===== src/rtl/sn_bitstream_gen.sv =====
// Binary-to-stochastic encoder: turns NUM_LANES signed bipolar values into
// exact-count bitstreams of 2^WIDTH beats using a bit-reversed counter sequence.
module sn_bitstream_gen #(
    parameter int WIDTH     = 4,
    parameter int NUM_LANES = 4
) (
    input  logic                       i_clk_udc,
    input  logic                       i_rst_udc,
    input  logic                       i_start,
    input  logic                       i_abort,
    input  logic [NUM_LANES*WIDTH-1:0] i_x,
    input  logic                       i_ready,
    output logic                       o_valid,
    output logic [NUM_LANES-1:0]       o_sn_bit,
    output logic                       o_last,
    output logic                       o_busy,
    output logic                       o_done
);

    localparam int               L       = 1 << WIDTH;
    localparam logic [WIDTH-1:0] CNT_MAX = WIDTH'(L - 1);

    typedef enum logic [1:0] {
        IDLE = 2'd0,
        GEN  = 2'd1,
        DONE = 2'd2
    } state_t;

    state_t                     state_reg, state_next;
    logic [WIDTH-1:0]           cnt_reg, cnt_next;
    logic [NUM_LANES*WIDTH-1:0] x_reg, x_next;
    logic [WIDTH-1:0]           cnt_rev;

    always_ff @(posedge i_clk_udc or posedge i_rst_udc) begin
        if (i_rst_udc) begin
            state_reg <= IDLE;
            cnt_reg   <= '0;
            x_reg     <= '0;
        end else begin
            state_reg <= state_next;
            cnt_reg   <= cnt_next;
            x_reg     <= x_next;
        end
    end

    always_comb begin
        state_next = state_reg;
        cnt_next   = cnt_reg;
        x_next     = x_reg;
        case (state_reg)
            IDLE: begin
                if (i_start && !i_abort) begin
                    x_next     = i_x;
                    cnt_next   = '0;
                    state_next = GEN;
                end
            end
            GEN: begin
                // Abort wins over completion: the stream simply stops without a done pulse.
                if (i_abort) begin
                    cnt_next   = '0;
                    state_next = IDLE;
                end else if (i_ready) begin
                    if (cnt_reg == CNT_MAX) begin
                        cnt_next   = '0;
                        state_next = DONE;
                    end else begin
                        cnt_next = cnt_reg + WIDTH'(1);
                    end
                end
            end
            DONE: begin
                state_next = IDLE;
            end
            default: begin
                state_next = IDLE;
                cnt_next   = '0;
            end
        endcase
    end

    assign o_valid = (state_reg == GEN);
    assign o_busy  = (state_reg == GEN);
    assign o_done  = (state_reg == DONE);
    assign o_last  = o_valid && (cnt_reg == CNT_MAX);

    for (genvar gi = 0; gi < WIDTH; gi++) begin : g_rev
        assign cnt_rev[gi] = cnt_reg[WIDTH-1-gi];
    end

    // Each lane XORs a distinct constant into the shared sequence; still a permutation of 0..L-1.
    for (genvar gi = 0; gi < NUM_LANES; gi++) begin : g_lane
        localparam logic [WIDTH-1:0] LANE_KEY = WIDTH'(gi % L);
        logic [WIDTH-1:0] u_val;
        logic [WIDTH-1:0] r_val;
        assign u_val        = x_reg[gi*WIDTH +: WIDTH] ^ {1'b1, {(WIDTH-1){1'b0}}};
        assign r_val        = cnt_rev ^ LANE_KEY;
        assign o_sn_bit[gi] = o_valid && (r_val < u_val);
    end

endmodule


===== config.mk =====
export PLATFORM = sky130hd
export DESIGN_NAME = sn_bitstream_gen
export DESIGN_NICKNAME = d
export VERILOG_FILES = /design/src/rtl/sn_bitstream_gen.sv
export SDC_FILE = /design/constraint.sdc
export NUM_CORES = 1
export LEC_CHECK = 0
export CORE_MARGIN = 3
export CORE_UTILIZATION = 49
export DETAILED_ROUTE_END_ITERATION = 8
export GPL_ROUTABILITY_DRIVEN = 0
export PLACE_DENSITY = 0.78
export SYNTH_ARGS = -nofsm -noshare
export SYNTH_HDL_FRONTEND = slang
export SYNTH_SLANG_ARGS = --single-unit

===== constraint.sdc =====
create_clock -name i_clk_udc -period 2.17 [get_ports i_clk_udc]
set_input_delay 0.434 -clock i_clk_udc [delete_from_list [all_inputs] [get_ports i_clk_udc]]
set_output_delay 0.434 -clock i_clk_udc [all_outputs]
set_load 0.1 [all_outputs]

==> flow_summary_export.csv <==
group,metric,value,unit
outcome,status,"finished, final reports clean",
final_layout,final_cells,184,
route,wirelength,2710,µm
floorplan,placementRows,18,
clock_network,clockBufferDepth,2,
clock_network,cts_root_buffer,"clkbuf_4",
sta,fin_crit_sh,0.986,
floorplan,core,2500,µm²
setup_path,crit_arrival,1.70,ns
global_routing,overflow,0,
sta,relSlewSlack,0.660,
yosys,yosys_register_bits,22,
sta,setup-tns-final,0,ns
final_layout,register_area,556,µm²
clock_network,cts.sinks,22,
floorplan,ios,29,
sta,drv_slew,0,
route,ant_nets,0,
floorplan,initial_core_util,0.521,
sta,setup_viol,0,
sta,finalClockSkew,0.00443,ns
yosys,yosysTopAreaCell,"dfrtp_1",
placement,port_buffers,28,
final_layout,multi_input_area,674,µm²
clock_network,tritoncts,"built",
sta,fmax,468,MHz
floorplan,fp.dieW,57.5,µm
final_layout,final_common_cell,"clkdlybuf4s50_1",
final_layout,mostFrequentLayoutCells,"20 x clkdlybuf4s50_1, 18 x dfrtp_1, 13 x nand2_1, 13 x inv_1, 13 x ha_1",
clock_network,h-tree-depth,1,
final_layout,finish.utilization,0.695,
yosys,netlist.area_leader.share,0.423,
yosys,ys_seq_area_frac,0.423,
yosys,syn_area,1300,µm²
route,drc_errors,0,
final_layout,syn_to_final_growth,33.6,%
yosys,synth_cell_type_count,31,
yosys,synth_nets,159,
job,maxCapViolCount,0,
power,vdd.ir_drop.worst,788,µV
global_routing,grt_pass1_vias,1043,
route,vias_per_cell,5.68,
final_layout,largest_reg_flops,16,
setup_path,crit_fanout,5,
floorplan,die_y,57.5,µm
min_path,hp-class,"in -> async",
setup_path,start_kind,"register",
route,wl_per_cell,14.7,µm
clock_network,clk_pin_slew,0.12,ns
route,vias,1046,
global_routing,grt_max_degree,26,
placement,dp_cells,180,
final_layout,nFillCells,187,
final_layout,drive_gt1_frac,0.227,
global_routing,grt_pass1_wl,4510,µm
global_routing,antenna_found_initial,0,
final_layout,num_antenna_cells,0,
clock_network,insertion_delay,0.31,ns
setup_path,cp-end-kind,"output port",
placement,pre_cts_ws,0.182,ns
sta,grt_setup_unrepaired,"yes",
setup_path,required,1.74,ns
global_routing,grt_usage,0.174,
clock_network,cts_buffers,3,
sta,worst_slack,0.0314,ns
setup_path,crit_type,"reg -> out",
yosys,synthTopCellsByArea,"dfrtp_1 42%, ha_1 13%, o21ai_0 4.6%, mux2_2 4.3%, inv_1 4.0%",
floorplan,die_area,3310,µm²
route,drtIter0Drc,33,
route,dr.pass1.iters,6,
sta,hold_viol_final,0,
placement,dp.final_hpwl,1920,µm
sta,min_period,2.14,ns
yosys,syn_inst,125,
yosys,syn-mean-instance-area,10.4,µm²
yosys,ys_warn_count,0,
clock_network,cts_hold_buf,0,
power,cellLeakagePower,0.761,nW
sta,hold_ws,0.445,ns
sta,tightestPinTransition,0.509,ns
final_layout,nets,190,
power,power_density,989,nW/µm²
-- cells in the mapped netlist --
| cell | instances |
|---|---|
| and3_1 | 1 |
| nor3b_2 | 1 |
| o21ai_0 | 12 |
| o21a_1 | 4 |
| mux2_1 | 3 |
| o211ai_1 | 2 |
| o2bb2ai_1 | 1 |
| a211oi_1 | 4 |
| nand2b_1 | 3 |
| nand4bb_1 | 1 |
| nor2b_1 | 1 |
| nor4b_4 | 1 |
| dfrtp_1 | 22 |
| nor3b_1 | 1 |
| nor2_1 | 5 |
| nand2_1 | 13 |
| buf_4 | 1 |
| nand3_1 | 4 |
| nand3b_1 | 1 |
| nand4_1 | 1 |
| mux2_2 | 5 |
| inv_1 | 14 |
| o32a_1 | 1 |
| a21oi_1 | 1 |
| buf_2 | 1 |
| buf_6 | 3 |
| ha_1 | 13 |
| o21ai_2 | 1 |
| or4b_2 | 1 |
| or4b_4 | 1 |
| mux2i_1 | 2 |
-- cell type report --
class / count / area share
sequential: 22 / 0.320
multi-input combinational: 84 / 0.388
tap: 30 / 0.0216
inverter: 14 / 0.0302
clock buffer: 3 / 0.0130
timing repair buffer: 31 / 0.228
-- timing repair --
action,CTS,global route
gates resized for setup,2,7
endpoints found under the setup margin,2,5
pin swaps,2,2
endpoints found under the hold margin,0,0
setup buffers,1,0
-- worst paths after layout --
kind | start | end | slack (ns) | cells past startpoint
hold reg to reg | x_reg[0] | x_reg[0] | 0.51 | 1
setup reg to reg | cnt_reg[1] | cnt_reg[2] | 0.44 | 4
max in group asynchronous | i_rst_udc | cnt_reg[0] | 1.48 | 3
hold / removal | i_rst_udc | cnt_reg[3] | 0.44 | 3
setup / recovery | cnt_reg[2] | o_sn_bit[1] | 0.03 | 4
min in group i_clk_udc | x_reg[0] | x_reg[0] | 0.51 | 1
-- per-stage QoR --
stage / instance area, µm² / total power [mW]
final: 1740 / 1.72
after global routing: 1740 / 1.82
after CTS: 1720 / 1.70
after detailed placement: 1690 / 1.52
after global placement: 1690 / 1.48
after floorplan: 1310 / 1.21
-- metal layers --
| layer | routed length (µm) | global-route usage | up-vias |
|---|---|---|---|
| li1 | - | - | 494 |
| met1 | 1090 | 0.221 | 508 |
| met2 | 1440 | 0.289 | 40 |
| met3 | 149 | 0.0249 | 4 |
| met4 | 36 | 0.0861 | 0 |
| met5 | 0 | 0 | - |
-- cell families after synthesis --
| group | count (synthesis) | synth area share |
|---|---|---|
| and+or+nand+nor | 35 | 0.163 |
| AOI/OAI and AO/OA | 26 | 0.129 |
| DFF | 22 | 0.423 |
| buffers and inverters | 19 | 0.0760 |
| adders and majority gates | 13 | 0.125 |
| muxes | 10 | 0.0846 |
-- report_power, final --
group	switching [mW]	internal (mW)
logic	0.543	0.381
registers	0.0819	0.525
clock network	0.123	0.0650
total	0.747	0.972
-- critical path, stage by stage (launching register included) --
cell and delay (ns):
dfrtp_2 0.47, ha_1 0.33, a211oi_2 0.22, o21a_1 0.19
buf_12 0.18
Power figures use the tool's default switching activity.
